==> src/rtl/fifo_write_arbiter.sv <==
// fifo_write_arbiter
//
// Round-robin arbiter that shares one synchronous FIFO write port among NREQ
// producers. Each grant lasts up to BURST_LEN accepted beats. The arbiter
// drives the FIFO write enable and data directly. It stalls on FIFO full
// without dropping or repeating a word.
//
// Ports
//   clk           rising-edge clock
//   rst_n         asynchronous active-low reset
//   req           per-requester write request, held while data is pending
//   req_data      requester i data in [i*WIDTH +: WIDTH]
//   ack           one-hot, beat taken from requester i this cycle
//   gnt           one-hot registered grant, or all-zero
//   fifo_full     FIFO full flag
//   fifo_w_en     FIFO write enable
//   fifo_in_data  FIFO write data
//   owner         index of the granted requester, valid while busy
//   busy          high while a burst is granted
//
// state  | meaning
// -------+-----------------------------------------------------------
// IDLE   | no grant; waiting for any request
// BURST  | port granted to owner; beats accepted while req and !full

module fifo_write_arbiter #(
  parameter int WIDTH     = 4,
  parameter int NREQ      = 4,
  parameter int BURST_LEN = 4
) (
  input  logic                    clk,
  input  logic                    rst_n,
  input  logic [NREQ-1:0]         req,
  input  logic [NREQ*WIDTH-1:0]   req_data,
  output logic [NREQ-1:0]         ack,
  output logic [NREQ-1:0]         gnt,
  input  logic                    fifo_full,
  output logic                    fifo_w_en,
  output logic [WIDTH-1:0]        fifo_in_data,
  output logic [$clog2(NREQ)-1:0] owner,
  output logic                    busy
);

  localparam int IDX_W = $clog2(NREQ);
  localparam int CNT_W = $clog2(BURST_LEN) + 1;
  localparam logic [CNT_W-1:0] CNT_LAST = CNT_W'(BURST_LEN - 1);
  localparam logic [IDX_W-1:0] IDX_LAST = IDX_W'(NREQ - 1);

  typedef enum logic {
    ST_IDLE  = 1'b0,
    ST_BURST = 1'b1
  } state_t;

  state_t           state_q, state_d;
  logic [IDX_W-1:0] owner_q, owner_d;
  logic [IDX_W-1:0] last_owner_q, last_owner_d;
  logic [CNT_W-1:0] cnt_q, cnt_d;

  logic             in_burst;
  logic             accept;
  logic             burst_end;
  logic             pick_valid;
  logic [IDX_W-1:0] pick_idx;
  logic [IDX_W-1:0] cand;

  assign in_burst  = (state_q == ST_BURST);
  assign accept    = in_burst && req[owner_q] && !fifo_full;
  // A burst closes on its last accepted beat, or as soon as the owner
  // withdraws its request.
  assign burst_end = in_burst && (!req[owner_q] || (accept && (cnt_q == CNT_LAST)));

  // Round-robin pick. Walk from the farthest candidate back to the nearest,
  // so the nearest asserted request after last_owner overwrites the others.
  always_comb begin
    pick_valid = 1'b0;
    pick_idx   = '0;
    cand       = '0;
    for (int k = NREQ; k >= 1; k--) begin
      cand = IDX_W'((int'(last_owner_q) + k) % NREQ);
      if (req[cand]) begin
        pick_valid = 1'b1;
        pick_idx   = cand;
      end
    end
  end

  always_ff @(posedge clk or negedge rst_n) begin
    if (!rst_n) begin
      state_q      <= ST_IDLE;
      owner_q      <= '0;
      last_owner_q <= IDX_LAST;
      cnt_q        <= '0;
    end else begin
      state_q      <= state_d;
      owner_q      <= owner_d;
      last_owner_q <= last_owner_d;
      cnt_q        <= cnt_d;
    end
  end

  always_comb begin
    state_d      = state_q;
    owner_d      = owner_q;
    last_owner_d = last_owner_q;
    cnt_d        = cnt_q;
    unique case (state_q)
      ST_IDLE: begin
        if (pick_valid) begin
          state_d      = ST_BURST;
          owner_d      = pick_idx;
          last_owner_d = pick_idx;
          cnt_d        = '0;
        end
      end
      ST_BURST: begin
        if (burst_end) begin
          // Hand over in the same edge so there is no idle cycle between
          // bursts. The old owner is still a candidate, but it is checked last.
          if (pick_valid) begin
            owner_d      = pick_idx;
            last_owner_d = pick_idx;
            cnt_d        = '0;
          end else begin
            state_d = ST_IDLE;
          end
        end else if (accept) begin
          cnt_d = cnt_q + CNT_W'(1);
        end
      end
      default: state_d = ST_IDLE;
    endcase
  end

  always_comb begin
    fifo_in_data = '0;
    if (in_burst) begin
      for (int i = 0; i < NREQ; i++) begin
        if (owner_q == IDX_W'(i)) fifo_in_data = req_data[i*WIDTH +: WIDTH];
      end
    end
  end

  assign busy      = in_burst;
  assign owner     = owner_q;
  assign gnt       = in_burst ? (NREQ'(1) << owner_q) : '0;
  assign ack       = accept ? gnt : '0;
  assign fifo_w_en = accept;

endmodule
==> config.mk <==
export PLATFORM = sky130hd
export DESIGN_NAME = fifo_write_arbiter
export DESIGN_NICKNAME = d
export VERILOG_FILES = /design/src/rtl/fifo_write_arbiter.sv
export SDC_FILE = /design/constraint.sdc
export NUM_CORES = 1
export LEC_CHECK = 0
export BUFFER_PORTS_ARGS = -buffer_cell sky130_fd_sc_hd__buf_2
export CORE_MARGIN = 10
export CORE_UTILIZATION = 40
export CTS_CLUSTER_DIAMETER = 80
export DETAILED_ROUTE_END_ITERATION = 7
export GPL_TIMING_DRIVEN = 1
export PLACE_DENSITY = 0.73
export SYNTH_ARGS = -nofsm -noshare
export SYNTH_HDL_FRONTEND = slang
export SYNTH_SLANG_ARGS = --single-unit
==> constraint.sdc <==
create_clock -name clk -period 2.9 [get_ports clk]
set_input_delay 0.29 -clock clk [delete_from_list [all_inputs] [get_ports clk]]
set_output_delay 0.29 -clock clk [all_outputs]
set_load 0.01 [all_outputs]
==> results of run 1 <==
## worst max-delay path: stages, from the launching register on
cell      delay, ps
dfrtp_1         640
mux2i_1         340
o22ai_4         150
nand2b_1        130
inv_1            70
and3_1          180
buf_2           130
## state kept, by name, indices dropped and copies added, names as in the netlist
signal and cells:
busy 1, cnt_q 3, last_owner_q 2, owner 2
## metrics by stage
step,power [µW],hold slack [ps],setup slack [ps]
floorplan,649.1,-5.591,1179
global placement,768.1,143.5,1031
detailed placement,781.9,151.9,973.3
finish,866.5,328.4,705.5
global route,960.2,338.4,508.1
CTS,880.6,320.3,680.3
## routing by layer
layer | vias to the layer above | GRT usage
met5 | - | 0
met4 | 0 | 0.01911
met3 | 3 | 0.06301
met2 | 37 | 0.1654
met1 | 295 | 0.1120
li1 | 339 | -
## report_power, final
group          switching, µW  internal [µW]  leakage, µW  total (µW)
logic                    244            276     0.000369         521
clock network           44.0           53.0    0.0000150        97.0
registers               80.0            169    0.0000940         249
total                    368            498     0.000478         866
## cell type report
cell class	instances	area, µm²	share of cell area
inverters	5	18.77	0.02033
repair buffers	39	200.2	0.2168
flip-flops and latches	8	202.7	0.2195
well taps	17	21.27	0.02304
clock buffers	4	26.28	0.02846
multi-input cells	55	454.2	0.4919
## worst paths after layout
| kind | startpoint | end | slack, ps | cells after the start |
|---|---|---|---|---|
| setup / recovery | owner[1] | ack[3] | 710 | 6 |
| max in group asynchronous | rst_n | last_owner_q[1] | 2250 | 2 |
| setup reg to reg | owner[1] | owner[1] | 1120 | 4 |
| hold / removal | req[1] | busy | 330 | 3 |
| hold reg to reg | cnt_q[0] | cnt_q[0] | 480 | 1 |
| min in group asynchronous | rst_n | cnt_q[0] | 400 | 2 |
## layout by cell type (no fill, tap or decap)
| master | synthesis | final |
|---|---|---|
| dfrtp_1 | 6 | 6 |
| o221a_2 | 1 | 1 |
| and3_1 | 4 | 4 |
| nand2b_1 | 4 | 4 |
| nor2b_1 | 2 | 2 |
| o22ai_4 | 1 | 1 |
| ha_1 | 2 | 2 |
| nand3_1 | 1 | 1 |
| a2bb2oi_1 | 1 | 1 |
| inv_1 | 5 | 5 |
| mux2i_1 | 5 | 5 |
| dfstp_2 | 2 | 2 |
| a21oi_4 | 1 | 1 |
| a21oi_1 | 5 | 5 |
| o22ai_1 | 1 | 1 |
| o21ai_0 | 3 | 3 |
| nand3b_1 | 1 | 1 |
| buf_2 | 0 | 38 |
| dlygate4sd3_1 | 0 | 1 |
| mux4_2 | 4 | 4 |
| clkbuf_1 | 1 | 1 |
| a21o_1 | 1 | 1 |
| clkbuf_4 | 0 | 3 |
| nor3_1 | 2 | 2 |
| nor4_2 | 1 | 1 |
| and2_1 | 4 | 4 |
| nand2_1 | 4 | 4 |
| a22oi_1 | 1 | 1 |
| mux2_4 | 1 | 1 |
| nor2_1 | 5 | 5 |
## logic make-up after synthesis
group	count (synthesis)
compound gates	15
fa+ha+maj	2
buf+inv	8
flops	8
mux	10
simple gates	28
## repair_timing
item                                    CTS  global route
hold endpoints to repair                  6             0
endpoints found under the setup margin    0             0
hold buffers                              1             0
==> flow_summary.yaml, run 1 <==
synth:
  ys_warn_count: 0
  synth_top_area_cell: "dfrtp_1"
  synth_compound_area_frac: 0.1676
  synth.area.mux_share: 0.2210
  ys_types: 28
  synthAdderAreaFrac: 0.03565
  synth-simple-area-share: 0.2228
  synth-edff-count: 0
  netlist_area_um2: 701.9
  ys_async_sr_fraction: 1.000
  ys_top_cells_by_area: "dfrtp_1 21%, mux4_2 13%, dfstp_2 7.5%"
  syn-num-nets: 96
  synth_most_common_cell: "dfrtp_1"
  ys_seq_area_frac: 0.2888
  synth_top_area_share: 0.2139
  avgSynthCellArea_um2: 9.886
  synth_ff_type: "dfrtp_1"
  ys_ff_latch: 8
  syn_inst: 71
  yosys.area_share.xor_xnor: 0
  synth_top_family_by_area: "simple AND/OR/NAND/NOR gates"
  synth_commonest_cells: "6 x dfrtp_1, 5 x a21oi_1, 5 x inv_1, 5 x mux2i_1, 5 x nor2_1"
worst_setup_path:
  crit_fanout: 16
  arrival_ps: 1900
  cp.required_ps: 2610
  endpoint_kind: "primary output"
  crit_type: "reg -> out"
  critPathLaunchType: "flip-flop"
layout:
  area_growth_pct: 31.55
  fill_cells: 165
  postLayoutCellArea_um2: 923.4
  fin_cells: 128
  utilization: 0.5467
  layout-drive-gt1-share: 0.4685
  nets: 137
  diodes: 0
route:
  firstDrtPassIters: 4
  drc: 0
  wl_met1_um: 794
  wire_per_inst_um: 14.82
  route.met2.wl_um: 748
  initialDrtViolationCount: 8
  drtAntennaViolNets: 0
  vias: 674
  wl_met3_um: 344
  via_per_inst: 5.266
  wl_um: 1897
  highest_layer: "met4"
power:
  leakage_uw: 0.0004777
  peakVddDrop_uv: 558.5
  power_density_nw_per_um2: 938.3
sta:
  report.final.slew_viol_count: 0
  clock_skew_ps: 9.739
  tns_ps: 0
  fin_crit_ps: 2195
  rsz0062_at_grt: "false"
  period_share: 0.7567
  finalHoldViolations: 0
  setup_violations: 0
  worstMarginPinSlew_ps: 465.8
  fmax_ghz: 0.4557
  slew-limit-headroom: 0.6869
clocking:
  clockBufferDepth: 2
  postCtsSetupBuffers: 0
  cts_resized: 0
  clk_latency_ps: 260
  cts_num_sinks: 8
  cts.clk_slew.worst_paths_ps: 60
  cts_tree: "built"
  cts_buffers: 3
  htree_levels: 1
  cts-root-buf: "clkbuf_4"
die:
  die_w_um: 61.89
  start_util: 0.4156
  die_area_um2: 3830
  fp.dieH_um: 61.89
  ios: 39
  core_area_um2: 1689
  num_rows: 15
placed_design:
  placedInstanceArea_um2: 887.1
  hpwl_um: 1648
  gp_congestion: 0.7659
  place_inst: 123
  numPortBuffers: 38
status:
  status: "completed"
global_route:
  grt_max_degree: 17
  overflow: 0
  grt_pass1_wl_um: 3001
  track_usage: 0.1020
  antenna_found_initial: 0
  grt_pass1_vias: 689
job:
  cap_violations: 0
hold_path:
  hold_class: "in -> reg"
Note: power is estimated with default switching activity, not from simulation.
==> run 2, diff against run 1 <==
- clock period: 2.9 -> 2.05 ns (I/O delays scaled with it)
==> run 2 against run 1 <==
  * Clock-buffer cell count fell by 1
  * Core utilization is 1.3 points higher
  * Routed wire length down 0.84%
  * Die area unchanged
  * Critical path type unchanged
  * Clock power rose by 22%
  * Via count rose by 2.4%
  * Sequential power grew 20%
==> flow_summary.yaml, run 2 (synthesized netlist as in run 1, its figures left out) <==
status:
  status: "completed"
worst_setup_path:
  cp.required_ps: 1850
  cp_slowest_cell: "dfrtp_1"
  critPathLaunchType: "flip-flop"
  r2r_cells: 5
  worstReg2RegEnd: "owner[1]"
  crit_type: "reg -> out"
  endpoint_kind: "primary output"
  reg2reg_from: "owner[1]"
  crit_chain: "mux2i_1, o22ai_4, nand2b_1, inv_1, and3_1, buf_2"
  reg2reg_slack_ps: 350
  crit_fanout: 6
  max_stage_delay_ps: 440
  arrival_ps: 1670
global_route:
  grt_pass1_vias: 679
  track_usage: 0.1033
  overflow: 0
  grt_pass1_wl_um: 3008
  antenna_found_initial: 0
  grt_max_degree: 14
sta:
  finalHoldViolations: 0
  period_share: 0.9125
  fmax_ghz: 0.5346
  fin_crit_ps: 1871
  hold_slack_ps: 265.8
  worstMarginPinSlew_ps: 482.0
  slew-limit-headroom: 0.6760
  tns_ps: 0
  setup_violations: 0
  report.final.slew_viol_count: 0
  clock_skew_ps: 7.589
  postLayoutSetupSlackWorst_ps: 179.4
  rsz0062_at_grt: "false"
route:
  firstDrtPassIters: 4
  via_per_inst: 5.308
  initialDrtViolationCount: 18
  drc: 0
  drtAntennaViolNets: 0
  vias: 690
  wire_per_inst_um: 14.47
  wl_um: 1881
  wl_met3_um: 369
  route.met2.wl_um: 738
  wl_met1_um: 748
  highest_layer: "met4"
hold_path:
  hp-start: "req[1]"
  hold_class: "in -> reg"
  whs_path_depth: 3
  hold_path_end: "busy"
placed_design:
  hpwl_um: 1621
  gp_congestion: 0.7962
  place_inst: 125
  place_ws_ps: 419.5
  numPortBuffers: 38
clocking:
  cts_buffers: 3
  cts-root-buf: "clkbuf_4"
  clk_latency_ps: 250
  clockBufferDepth: 2
  cts_tree: "built"
  cts_num_sinks: 8
  htree_levels: 1
  cts.clk_slew.worst_paths_ps: 50
die:
  die_area_um2: 3830
  start_util: 0.4156
  die_w_um: 61.89
  ios: 39
  core_area_um2: 1689
  fp.dieH_um: 61.89
  num_rows: 15
power:
  peakVddDrop_uv: 790.3
  power_density_nw_per_um2: 1339
  leakage_uw: 0.0004897
  total_power_uw: 1267
layout:
  fin_cells: 130
  layout-drive-gt1-share: 0.4956
  top_register: "cnt_q"
  largest_reg_flops: 3
  area_growth_pct: 34.76
  final_common_cell: "buf_2"
  layout_common_cells: "38 x buf_2, 6 x dfrtp_1, 5 x inv_1, 5 x nor2_1, 5 x a21oi_1"
  diodes: 0
  nets: 140
job:
  cap_violations: 0
-- run 2: cell types whose count changed in the layout (fill, tap and decap cells not counted), sizes merged --
| cell | delta |
|---|---|
| buf | +3 |
| clkbuf | -1 |
-- run 2: cell type report --
type / instances / area, µm²
inverter: 5 / 18.77
clock buffer: 3 / 22.52
timing repair buffer: 42 / 222.7
multi-input combinational: 55 / 457.9
tap: 17 / 21.27
fill: 152 / 743.2
sequential: 8 / 202.7
-- run 2: per-stage QoR --
step                      cell area, µm²  utilization
after floorplan                    701.9            -
after global placement             902.1       0.5341
after detailed placement           902.1       0.5341
after CTS                          934.6       0.5533
after global routing               945.9       0.5600
final                              945.9       0.5600
-- run 2: worst max-delay path by stage --
| stage | startpoint | to | slack (ps) | depth (start not counted) |
|---|---|---|---|---|
| detailed placement | busy | ack[3] | 420 | 6 |
| global route | owner[1] | ack[2] | 40 | 6 |
| finish | owner[1] | ack[3] | 180 | 6 |
| floorplan | owner[0] | ack[2] | 410 | 6 |
| global placement | owner[1] | ack[3] | 470 | 6 |
| CTS | busy | ack[3] | 140 | 6 |
-- run 2: layer usage --
| layer | vias to the layer above | global-route usage |
|---|---|---|
| met5 | - | 0 |
| met4 | 0 | 0.03822 |
| met3 | 4 | 0.05894 |
| met2 | 36 | 0.1625 |
| met1 | 306 | 0.1133 |
| li1 | 344 | - |
-- run 2: timing repair --
item	in CTS	in global routing
resized for setup	0	1
endpoints found under the setup margin	0	2
hold buffers	1	0
setup buffers	0	1
endpoints found under the hold margin	7	0
-- run 2: where the power goes --
group	switching (µW)	internal (µW)
Sequential	59.6	241
Clock	50.8	66.8
Combinational	415	434
-- run 2: critical path: cells and delay by family, from the launching register on --
kind                   cells  cell delay [ps]
multiplexers               1              320
AO/OA/AOI/OAI              1              140
buffers and inverters      2              210
AND/OR/NAND/NOR            2              300
flip-flops                 1              440
==> run 3, diff against run 2 <==
- BUFFER_PORTS_ARGS: -buffer_cell sky130_fd_sc_hd__buf_2 -> -buffer_cell sky130_fd_sc_hd__buf_4
- CORE_ASPECT_RATIO: default -> 1.4
- CORE_UTILIZATION: 40 -> 31
- PLACE_DENSITY: 0.73 -> default
==> run 3 against run 2 <==
  * Register-to-register slack better by 20 ps
  * Final cell count grew 4.6%
  * Maximum frequency fell by 1.3%
  * First-iteration DRC count down 56%
  * Final area increased by 11%
  * Power rose by 7.7%
==> flow_summary.yaml, run 3 (synthesized netlist as in run 1, its figures left out) <==
status:
  status: "completed"
clocking:
  htree_levels: 1
  cts-root-buf: "clkbuf_4"
  cts.clk_slew.worst_paths_ps: 60
  clk_latency_ps: 260
  cts_tree: "built"
  cts_num_sinks: 8
  cts_buffers: 3
  clockBufferDepth: 2
worst_setup_path:
  arrival_ps: 1690
  endpoint_kind: "primary output"
  max_stage_delay_ps: 450
  critPathLaunchType: "flip-flop"
  cp.required_ps: 1850
  reg2reg_from: "owner[1]"
  crit_type: "reg -> out"
  cp_top_family: "flip-flops"
  crit_start: "owner[1]"
  crit_chain: "mux2i_1, o22ai_4, nand2b_1, inv_1, and3_1, buf_4"
  cp_slowest_cell: "dfrtp_1"
  critical_path_buf_inv_count: 2
  crit_fanout: 8
route:
  via_per_inst: 5.184
  wire_per_inst_um: 15.19
  initialDrtViolationCount: 8
  vias: 705
  drc: 0
  wl_um: 2066
  firstDrtPassIters: 4
  drtAntennaViolNets: 0
die:
  start_util: 0.3224
  ios: 39
  die_w_um: 60.22
  die_area_um2: 4594
  core_area_um2: 2177
  fp.dieH_um: 76.30
  num_rows: 20
global_route:
  grt_max_degree: 13
  grt_pass1_vias: 723
  grt_pass1_wl_um: 3277
  track_usage: 0.08640
  antenna_found_initial: 0
  overflow: 0
power:
  power_density_nw_per_um2: 1301
  leakage_uw: 0.0005185
  seqPwrFrac: 0.236
  p_comb_frac: 0.666
  p_sw_uw: 540.8
  pwr-share-clk: 0.098
  internal_power_uw: 823.4
  p_sw_frac: 0.3964
  peakVddDrop_uv: 641.5
sta:
  tns_ps: 0
  worstMarginPinSlew_ps: 507.1
  finalHoldViolations: 0
  fmax_ghz: 0.5278
  fin_crit_ps: 1895
  period_share: 0.9243
  clock_skew_ps: 0.4075
  slew-limit-headroom: 0.6591
  setup_violations: 0
  rsz0062_at_grt: "false"
  report.final.slew_viol_count: 0
placed_design:
  numPortBuffers: 38
  hpwl_um: 1779
  gp_congestion: 0.8304
layout:
  layout-drive-gt1-share: 0.4912
  largest_reg_flops: 3
  utilization: 0.4816
  top_register: "cnt_q"
  area_growth_pct: 49.38
  nets: 140
  diodes: 0
  final_common_cell: "buf_4"
job:
  cap_violations: 0
hold_path:
  hold_class: "in -> reg"
  hp-start: "req[1]"
==> run 3: metal layers <==
layer,share of wire,track usage
met2,0.46,0.1395
met4,0.020,0.05180
met5,0,0
met3,0.14,0.03667
met1,0.37,0.08687
==> run 3: stage by stage <==
| step | std cells | power [µW] | setup slack, ps | hold slack, ps | area (µm²) |
|---|---|---|---|---|---|
| 3_5_place_dp | 131 | 1244 | 373.2 | 26.33 | 1011 |
| 2_1_floorplan | 71 | 918.2 | 414.2 | -90.59 | 701.9 |
| 6_report | 136 | 1364 | 155.3 | 226.8 | 1049 |
| 3_3_place_gp | 131 | 1228 | 409.5 | 29.07 | 1011 |
| 4_1_cts | 136 | 1381 | 119.0 | 225.6 | 1047 |
| 5_1_grt | 136 | 1496 | 0.9730 | 234.8 | 1049 |
==> run 3: final timing paths <==
| check | to | slack (ps) | depth (start not counted) |
|---|---|---|---|
| hold / removal | busy | 230 | 3 |
| min in group asynchronous | cnt_q[0] | 290 | 2 |
| hold reg to reg | cnt_q[0] | 490 | 1 |
| max in group asynchronous | last_owner_q[0] | 1550 | 2 |
| setup / recovery | ack[3] | 160 | 6 |
| setup reg to reg | owner[1] | 370 | 5 |
==> run 3: power groups by stage <==
stage | combinational, µW | sequential, µW | clock [µW]
after floorplan | 625 | 293 | 0
after global placement | 911 | 317 | 0
after detailed placement | 923 | 322 | 0
after CTS | 928 | 320 | 134
after global routing | 1020 | 333 | 144
final | 908 | 322 | 134
==> run 3: final cells by class <==
cell class / count / area (µm²)
clock buffer: 4 / 26.28
fill: 224 / 1129
inverter: 5 / 18.77
multi-input combinational: 55 / 454.2
sequential: 8 / 203.9
tap: 22 / 27.53
timing repair buffer: 42 / 317.8
==> run 3: timing repair <==
| action | in CTS | in global routing |
|---|---|---|
| buffers inserted | 0 | 0 |
| endpoints found under the setup margin | 0 | 2 |
| resized for setup | 0 | 1 |
| hold buffers | 1 | 0 |
| endpoints found under the hold margin | 8 | 0 |
==> run 3: tightest hold or removal path, cell delays in order <==
cell,delay (ps)
buf_4,110
nor4_2,60
inv_1,70
